File: config.mk
export PLATFORM = sky130hd
export DESIGN_NAME = bitmask_rightmost_bit_iterator
export DESIGN_NICKNAME = d
export VERILOG_FILES = /design/src/rtl/bitmask_rightmost_bit_iterator.sv
export SDC_FILE = /design/constraint.sdc
export NUM_CORES = 1
export LEC_CHECK = 0
export CORE_ASPECT_RATIO = 0.7
export CORE_MARGIN = 1.5
export CORE_UTILIZATION = 40
export CTS_BUF_LIST = sky130_fd_sc_hd__clkbuf_4 sky130_fd_sc_hd__clkbuf_8 sky130_fd_sc_hd__clkbuf_16
export CTS_CLUSTER_DIAMETER = 200
export DETAILED_ROUTE_END_ITERATION = 7
export GPL_ROUTABILITY_DRIVEN = 0
export GPL_TIMING_DRIVEN = 1
export PLACE_DENSITY = 0.72
export SLEW_MARGIN = 10
export SYNTH_ARGS = -nofsm -noshare
export SYNTH_HDL_FRONTEND = slang
export SYNTH_SLANG_ARGS = --single-unit
File: constraint.sdc
create_clock -name clock -period 3.1 [get_ports clock]
set_input_delay 0.31 -clock clock [delete_from_list [all_inputs] [get_ports clock]]
set_output_delay 0.31 -clock clock [all_outputs]
set_load 0.005 [all_outputs]
File: src/rtl/bitmask_rightmost_bit_iterator.sv
// Walks the set bits of an accepted bitmask from LSB to MSB, emitting one beat per set bit
// (or a single "none" beat for an all-zero word) over a valid/ready stream.
module bitmask_rightmost_bit_iterator #(
  parameter int WORD_WIDTH  = 8,
  parameter int INDEX_WIDTH = 3,
  parameter int OUTPUT_MODE = 0
) (
  input  logic                   clock,
  input  logic                   clear_n,
  input  logic [WORD_WIDTH-1:0]  word_in,
  input  logic                   word_in_valid,
  output logic                   word_in_ready,
  output logic [WORD_WIDTH-1:0]  word_out,
  output logic [INDEX_WIDTH-1:0] index_out,
  output logic                   last_out,
  output logic                   none_out,
  output logic                   word_out_valid,
  input  logic                   word_out_ready
);

  typedef enum logic {
    ST_IDLE = 1'b0,
    ST_ITER = 1'b1
  } state_t;

  state_t                 r_state;
  state_t                 w_state_next;
  logic [WORD_WIDTH-1:0]  r_remaining;
  logic [WORD_WIDTH-1:0]  w_remaining_next;
  logic [WORD_WIDTH-1:0]  w_rem_minus1;
  logic [WORD_WIDTH-1:0]  w_rem_cleared;
  logic [INDEX_WIDTH-1:0] w_index;
  logic                   w_iter;
  logic                   w_last;
  logic                   w_in_hs;
  logic                   w_out_hs;

  // Modulo subtraction: a zero remaining wraps to all ones, which the formulas rely on.
  assign w_rem_minus1  = r_remaining - 1'b1;
  assign w_rem_cleared = r_remaining & w_rem_minus1;

  assign w_iter   = (r_state == ST_ITER);
  assign w_last   = (w_rem_cleared == '0);
  assign w_in_hs  = word_in_valid & word_in_ready;
  assign w_out_hs = word_out_valid & word_out_ready;

  generate
    if (OUTPUT_MODE == 1) begin : g_thermo
      assign word_out = r_remaining ^ w_rem_minus1;
    end else begin : g_onehot
      assign word_out = r_remaining & ~w_rem_minus1;
    end
  endgenerate

  // Scanning downward leaves the lowest set bit as the final winner.
  always_comb begin
    w_index = '0;
    for (int i = WORD_WIDTH - 1; i >= 0; i--) begin
      if (r_remaining[i]) w_index = INDEX_WIDTH'(i);
    end
  end

  assign index_out      = w_index;
  assign word_out_valid = w_iter;
  assign last_out       = w_iter & w_last;
  assign none_out       = w_iter & (r_remaining == '0);
  assign word_in_ready  = w_iter ? (w_last & word_out_ready) : 1'b1;

  // NOTE: every output of this block gets a default first, so no path can infer a latch.
  always_comb begin
    w_state_next     = r_state;
    w_remaining_next = r_remaining;
    if (w_in_hs) begin
      w_state_next     = ST_ITER;
      w_remaining_next = word_in;
    end else if (w_out_hs) begin
      if (w_last) w_state_next = ST_IDLE;
      else        w_remaining_next = w_rem_cleared;
    end
  end

  // NOTE: state registers use non-blocking assignments so all flops update together at the edge.
  always_ff @(posedge clock) begin
    if (!clear_n) begin
      r_state     <= ST_IDLE;
      r_remaining <= '0;
    end else begin
      r_state     <= w_state_next;
      r_remaining <= w_remaining_next;
    end
  end

endmodule

==> reports/results.tsv <==
stage	metric	value	unit
run	drv_cap	0	
clocking	h-tree-depth	1	
hold_path	hp-start	r_remaining[6]	
sta	rsz0062_at_grt	no	
placement	post-place-ws	695	ps
synthesis	synth-simple-area-share	30.4	%
clocking	ctsHoldBuffers	0	
hold_path	hold_path.class	flop to flop	
global_routing	grt_usage	19.9	%
sta	finClkSkew	0.682	ps
synthesis	async_flop_share	0	%
worst_setup_path	critPathLaunchType	flop	
placement	dpl-instance-area	1020	sq um
detailed_routing	wire_per_inst	14.3	um
synthesis	synth_fp_nets	117	
sta	tightest_slew	571	ps
worst_setup_path	critPathMaxFanout	16	
worst_setup_path	rr_startpoint	r_remaining[4]	
clocking	clock_latency	250	ps
pwr	swShare	37.0	%
worst_setup_path	critPathArrivalTime	2400	ps
clocking	cts-root-buf	clkbuf_4	
clocking	cts_tree	built	
clocking	numCtsBuffers	3	
synthesis	ys_seq_area_share	22.8	%
clocking	clk_pin_slew_worst_paths	70	ps
detailed_routing	vias	881	
layout	mostFrequentLayoutCell	clkdlybuf4s50_1	
global_routing	grt_pass1_vias	757	
synthesis	syn_area	791	sq um
placement	place_hpwl	1520	um
layout	drive_gt1_share	9.60	%
layout	area_growth	32.8	%
sta	fmax	369	MHz
layout	final_cell_mix	26 x clkdlybuf4s50_1, 10 x nand2_1, 9 x dfxtp_1, 8 x nor3_1, 7 x nor2_1	
synthesis	synth_top_family_by_area	compound AO/OA/AOI/OAI gates	
synthesis	synth_compound_area_share	33.2	%
status	status	finished clean	
clocking	cts_sinks	9	
pwr	clkPwrFrac	20.2	%
synthesis	synth_cell_types	45	
pwr	p_leak	0.000387	uW
detailed_routing	drt_wl_total	2110	um
sta	hold_viol	0	
synthesis	synth_cells	105	
global_routing	globalRouteOverflowTotal	0	
detailed_routing	avgViaCountPerCell	5.99	
clocking	postCtsSetupRepairBufs	0	
floorplan	fp.dieW	56.1	um
worst_setup_path	required	2790	ps
layout	final_area	1050	sq um
pwr	power_frac_comb	45.9	%
worst_setup_path	timing.reg2reg.setup_slack	880	ps
synthesis	ys.flop_type	dfxtp_1	
pwr	seqPwrFrac	33.9	%
hold_path	whs_endpoint	r_remaining[6]	
sta	min_period	2710	ps
detailed_routing	drc	0	
pwr	p_sw	184	uW
synthesis	avgSynthCellArea	7.53	sq um
sta	finalSetupTns	0	ps
synthesis	ys_seq_elements	9	
synthesis	synthMuxAreaShare	3.80	%
global_routing	grt_max_degree	17	
floorplan	die_h	40.2	um
floorplan	initial_core_util	42.6	%
worst_setup_path	r2r-end	r_remaining[5]	
pwr	peakVddDrop	0.277	mV
layout	antenna_cells	0	
clocking	cts_buffer_depth	2	
pwr	p_int	313	uW
synthesis	yosys-top-cells-area	dfxtp_1 23%, nor3_1 5.1%, nand2_1 4.7%	
sta	maxSlewHeadroom	61.6	%
synthesis	synth-xor-area-share	0	%
worst_setup_path	reg2reg_depth	5	
floorplan	io_pins	27	
global_routing	grt_pass1_wl	3480	um
worst_setup_path	cp-end-kind	output pin	
detailed_routing	drt-initial-drc-count	33	
synthesis	yosys.area.top_type	dfxtp_1	
clocking	cts_resized	0	
sta	drv_slew	0	
detailed_routing	first_pass_iters	4	
sta	timing.final.crit_share	87.3	%
placement	numPortBuffers	26	
sta	setup_viol	0	
floorplan	core-area	1850	sq um
worst_setup_path	timing_worst_setup_path_type	flop to output pin	
synthesis	synthAdderAreaFrac	0	%
pwr	powerDensity	474	nW/um^2
synthesis	synth_enable_flop_cells	0	
detailed_routing	final_antenna_net_count	0	
floorplan	die_area	2260	sq um
pwr	totalPowerFinal	497	uW
sta	fin_ws	393	ps
global_routing	antenna_found_initial	0	
layout	fin_nets	138	
synthesis	synth_top_area_share	22.8	%
hold_path	whs_path_depth	2	
floorplan	rows	13	
synthesis	synth_warnings	0	
[per-stage QoR]
step,hold WS [ps],utilization [%],instances
floorplan,449,-,105
global placement,501,55.0,143
detailed placement,522,55.0,143
CTS,532,56.6,147
global route,558,56.6,147
finish,535,56.6,147
[layer usage]
metal	up-vias	GRT usage, %	wire, um
met3	0	2.58	180
met5	-	0	0
met2	47	32.4	904
met4	0	7.14	0
li1	435	-	-
met1	399	27.7	1020
[layout make-up]
| class | count | area (sq um) |
|---|---|---|
| multi-input combinational | 81 | 533 |
| timing repair buffer | 26 | 260 |
| sequential | 9 | 180 |
| clock buffer | 4 | 30.0 |
| inverter | 5 | 18.8 |
| tap | 22 | 27.5 |
| fill | 186 | 805 |
[registers in the layout, indices dropped and copies added, names as in the netlist]
name            count
r_remaining         8
word_out_valid      1
[Yosys cell counts, drive strengths merged (2+ instances only)]
cell and instances:
nor4 2, and3 4, nand2 11, or4 2, nand3 3, o221a 2
clkbuf 5, o41ai 3, o21ai 6, a21oi 5, nor2 7, buf 5
dfxtp 9, o22a 2, nor3 8, inv 5, o311ai 2, mux2i 3
a21boi 2, o21bai 2
[logic make-up after synthesis]
group | Yosys count
buf+inv | 15
simple gates | 44
compound gates | 34
flops | 9
mux | 3
[worst max path at each step]
stage | start | endpoint | slack, ps
2_1_floorplan | r_remaining[0] | last_out | 1230
3_3_place_gp | r_remaining[0] | word_in_ready | 700
3_5_place_dp | r_remaining[1] | last_out | 700
4_1_cts | r_remaining[0] | word_in_ready | 410
5_1_grt | r_remaining[4] | last_out | 280
6_report | r_remaining[4] | last_out | 390
[worst max-delay path, stage by stage, from the launching register on]
cell	delay, ps
dfxtp_1	660
a211oi_1	150
o311a_1	420
o22a_2	300
and2_1	170
clkdlybuf4s50_1	430
[power groups by stage]
stage | Sequential [uW] | Combinational [uW] | Clock, uW
after floorplan | 144 | 164 | 0
after global placement | 169 | 224 | 0
after detailed placement | 169 | 227 | 0
after CTS | 167 | 228 | 105
after global routing | 173 | 250 | 108
final | 169 | 228 | 101
(Power assumes the default switching activity.)
==> patch 1 (same settings) <==
Set the parameter `INDEX_WIDTH` to 4 (it was 3).
--- a/src/rtl/bitmask_rightmost_bit_iterator.sv
+++ b/src/rtl/bitmask_rightmost_bit_iterator.sv
@@ -4,3 +4,3 @@
   parameter int WORD_WIDTH  = 8,
-  parameter int INDEX_WIDTH = 3,
+  parameter int INDEX_WIDTH = 4,
   parameter int OUTPUT_MODE = 0
Interface: changed (resized index_out); port bits go from 27 to 28. No check against the original RTL was run, so the function may have changed too.
==> patch 1 against the original RTL <==
- fmax fell by 0.81%
- final area increased by 0.36%
- setup slack got worse by 22 ps
- sequential cell count did not move
- synthesized area increased by 1.4%
- routed wire length grew 4.2%
- sequential power about the same
- final cell count rose by 0.68%
- clock power grew 6%
- total power is 1.7% higher
- critical endpoint unchanged
- largest cell class unchanged
==> patch 1: results (changes against the original RTL) <==
power_and_ir_drop:
  ir_worst_vdd_mv: 0.340  # +23%
  leakagePower_nw: 0.391  # +0.84%
logic_synthesis:
  yosys_warnings: 0  # unchanged
  async_reset_ff_share_pct: 0  # unchanged
  synthTopCellsByArea: "dfxtp_1 (22%), nor3_1 (5.0%), nand2_1 (4.7%), mux2i_1 (3.7%), o21ai_0 (3.7%)"
  syn-num-nets: 119  # +1.7%
  ys_types: 46  # +2.2%
  ys_seq_area_share_pct: 22.5  # -0.32 points
routing:
  wl_met3_um: 174  # -3.3%
  highest_layer: "met4"
  wl_met2_um: 849  # -6.1%
  routed_wl_um: 2200  # +4.2%
  drt_iter0_markers: 33  # unchanged
  vias_per_cell: 5.92  # -1.2%
  wl_met1_um: 1140  # +12%
setup_path:
  worstPathMaxFanout: 16  # unchanged
  r2r_setup_slack_ps: 830  # -50 ps
  critPathTopFamily: "compound AO/OA/AOI/OAI gates"
  worstPathArrival_ps: 2420  # +20 ps
  critPathMaxStageDelay_ps: 670
  worst-r2r-cell-count: 5  # unchanged
  critPathLaunch: "r_remaining[4]"
cts:
  worstSkewPairLatency_ps: 270  # +20 ps
  h-tree-depth: 1  # unchanged
  clk_pin_slew_ps: 70  # about the same
  cts_setup_buffers: 0  # unchanged
  cts_buffers: 3  # unchanged
sta:
  worst_pin_slew_ps: 550  # -20.3 ps
  finalClockSkew_ps: 4.67  # +3.99 ps
global_routing:
  grt_max_degree: 17  # unchanged
  grtUsageTotal_pct: 19.9  # +0.029 points
  grt_pass1_vias: 731  # -3.4%
  grt_first_pass_wirelength_um: 3420  # -1.8%
run_status:
  status: "complete, no violations"
final_layout:
  drive_gt1_share_pct: 9.52  # -0.076 points
  nNetsFinal: 139  # +0.72%
  n_antenna_cell: 0  # unchanged
  largest-register: "r_remaining"
min_path:
  hold_class: "flop to flop"
placed_design:
  hpwl_um: 1540  # +1.3%
-- patch 1: layout make-up --
cell class	instances	area [um^2]
Multi-Input combinational cell	82	537
Sequential cell	9	180
Tap cell	22	27.5
Clock buffer	4	30.0
Timing Repair Buffer	26	260
Inverter	5	18.8
Fill cell	194	817
-- patch 1: layer usage --
metal / up-vias / GRT usage, %
met5: - / 0
met4: 0 / 7.14
met3: 4 / 3.87
met2: 37 / 31.1
met1: 396 / 27.6
li1: 439 / -
-- patch 1: kinds of logic (layout without fill, tap and decap cells) --
group / count (synthesis) / after routing / synth area share [%]
AO/OA/AOI/OAI: 34 / 34 / 32.8
flip-flops: 9 / 9 / 22.5
other: 1 / 1 / 0.468
buffers and inverters: 16 / 35 / 10.6
AND/OR/NAND/NOR: 44 / 44 / 30.0
multiplexers: 3 / 3 / 3.74
-- patch 1: worst min path at each step --
| stage | to | cells after the start | startpoint |
|---|---|---|---|
| finish | r_remaining[6] | 2 | r_remaining[6] |
| global route | r_remaining[6] | 2 | r_remaining[6] |
| CTS | r_remaining[6] | 2 | r_remaining[6] |
| detailed placement | r_remaining[6] | 2 | r_remaining[6] |
| global placement | r_remaining[6] | 2 | r_remaining[6] |
| floorplan | r_remaining[1] | 2 | word_in[1] |
-- patch 1: tightest hold or removal path: cells and delay by family, from the launching register on --
| family | cells | cell delay [ps] |
|---|---|---|
| compound gates | 1 | 60 |
| flops | 1 | 340 |
| simple gates | 1 | 70 |
-- patch 1: metrics by stage --
| stage | instances | utilization (%) | hold WS [ps] | setup WS (ps) | instance area, um^2 |
|---|---|---|---|---|---|
| after floorplan | 107 | - | 449 | 1230 | 802 |
| after global placement | 144 | 54.7 | 506 | 706 | 1020 |
| after detailed placement | 144 | 54.7 | 506 | 691 | 1020 |
| after CTS | 148 | 56.3 | 517 | 385 | 1050 |
| after global routing | 148 | 56.3 | 529 | 214 | 1050 |
| final | 148 | 56.3 | 513 | 371 | 1050 |
-- patch 1: power by group --
part           internal [mW]  total, mW  switching [mW]
Combinational          0.126      0.230           0.104
Sequential             0.129      0.169          0.0399
Clock                 0.0585      0.107          0.0486
Total                  0.313      0.506           0.192
==> patch 2 (same flow settings) <==
Without the edit above. Change the parameter `OUTPUT_MODE` from 0 to 1.
--- a/src/rtl/bitmask_rightmost_bit_iterator.sv
+++ b/src/rtl/bitmask_rightmost_bit_iterator.sv
@@ -5,3 +5,3 @@
   parameter int INDEX_WIDTH = 3,
-  parameter int OUTPUT_MODE = 0
+  parameter int OUTPUT_MODE = 1
 ) (
Formal check against the unedited RTL: not equivalent (a bounded check fails within 4 cycles, from zero or initial values).
==> patch 2 against the original RTL <==
- the run now ends with DRC left
- routed wire length up 1.3%
- clock skew up 5.6 ps
- sequential cell count unchanged
- synthesized area up 7.4%
- total power up 27%
- combinational power up 64%
- final area up 9.4%
- setup slack worse by 190 ps
- final cell count up 1.4%
- utilization up 2.7 points
- critical path type unchanged
- largest cell class unchanged
==> patch 2: results (changes against the original RTL) <==
run_status:
  status: "complete, but fails checks"
  violations: "DRC"
logic_synthesis:
  syn-num-nets: 120  # +2.6%
  ys_seq_area_share_pct: 21.2  # -1.6 points
  synthTopCellsByArea: "dfxtp_1 (21%), ha_1 (13%), a2111oi_2 (8.8%), nor3_1 (8.2%), xnor2_1 (7.2%)"
  ys_types: 33  # -27%
  netlist_top_cells_count: "nor3_1 (14), inv_1 (10), dfxtp_1 (9), ha_1 (9), o21ai_0 (9)"
final_layout:
  drive_gt1_share_pct: 14.2  # +4.6 points
  fin_cells: 149  # +1.4%
global_routing:
  grt_pass1_vias: 769  # +1.6%
  grtUsageTotal_pct: 19.3  # -0.60 points
  grt_first_pass_wirelength_um: 3590  # +3.2%
  grt_max_degree: 11  # -6
setup_path:
  r2r_start: "r_remaining[3]"
  endpoint: "word_in_ready"
  worstPathArrival_ps: 2590  # +190 ps
  worst-r2r-cell-count: 9  # +4
routing:
  drt_iter0_markers: 31  # -6.1%
  drc: 3  # +3
  routed_wl_um: 2140  # +1.3%
placed_design:
  hpwl_um: 1690  # +11%
  placed_cell_area_um2: 1120  # +9.4%
sta:
  finalClockSkew_ps: 6.26  # +5.58 ps
  period_share_pct: 93.4  # +6.1 points
power_and_ir_drop:
  leakagePower_nw: 0.433  # +12%
  ir_worst_vdd_mv: 0.228  # -18%
-- patch 2: changes by cell type after synthesis, moves of 4 or more --
cell	delta
clkbuf_1	-5
a2111oi_2	+5
xnor2_1	+7
nor3_1	+6
ha_1	+9
and3_1	-4
inv_1	+5
nand2_1	-7
-- patch 2: worst min path at each step --
stage	startpoint	endpoint	slack, ps	cells after the start
floorplan	clear_n	r_remaining[3]	440	1
global placement	r_remaining[7]	r_remaining[7]	560	2
detailed placement	r_remaining[7]	r_remaining[7]	560	2
CTS	r_remaining[7]	r_remaining[7]	570	2
global route	r_remaining[7]	r_remaining[7]	600	2
finish	r_remaining[7]	r_remaining[7]	570	2
-- patch 2: cell families (layout without fill, tap and decap cells) --
kind of cell	after synthesis	after routing	synth area share (%)
AND/OR/NAND/NOR	37	37	24.3
flip-flops	9	9	21.2
multiplexers	1	1	1.18
buffers and inverters	12	40	6.63
adder cells (fa/ha/maj)	9	9	13.3
other	1	1	0.441
XOR/XNOR	7	7	7.22
AO/OA/AOI/OAI	23	23	25.8
-- patch 2: worst max-delay path, cell delays in order (launching register included) --
cell	delay (ps)
dfxtp_1	370
nor2_2	240
nand3_1	140
nand3b_1	180
ha_1	230
nor4_2	340
nand2_2	90
o21ai_0	210
clkdlybuf4s50_1	540
-- patch 2: power breakdown --
| group | total [mW] | internal (mW) | switching, mW |
|---|---|---|---|
| clock network | 0.102 | 0.0584 | 0.0440 |
| registers | 0.155 | 0.130 | 0.0245 |
| logic | 0.374 | 0.210 | 0.164 |
-- patch 2: layout make-up --
type | count | area, um^2 | share of cell area (%)
inverters | 10 | 37.5 | 3.27
flip-flops and latches | 9 | 180 | 15.7
clock buffers | 4 | 30.0 | 2.61
repair buffers | 26 | 258 | 22.4
multi-input cells | 78 | 616 | 53.6
well taps | 22 | 27.5 | 2.40
-- patch 2: metal layers --
layer	global-route usage, %	part of all wire, %	vias to the layer above
met5	0	0	-
met4	2.79	0.42	0
met3	4.98	8.8	2
met2	26.1	42	39
met1	30.6	49	399
li1	-	-	421
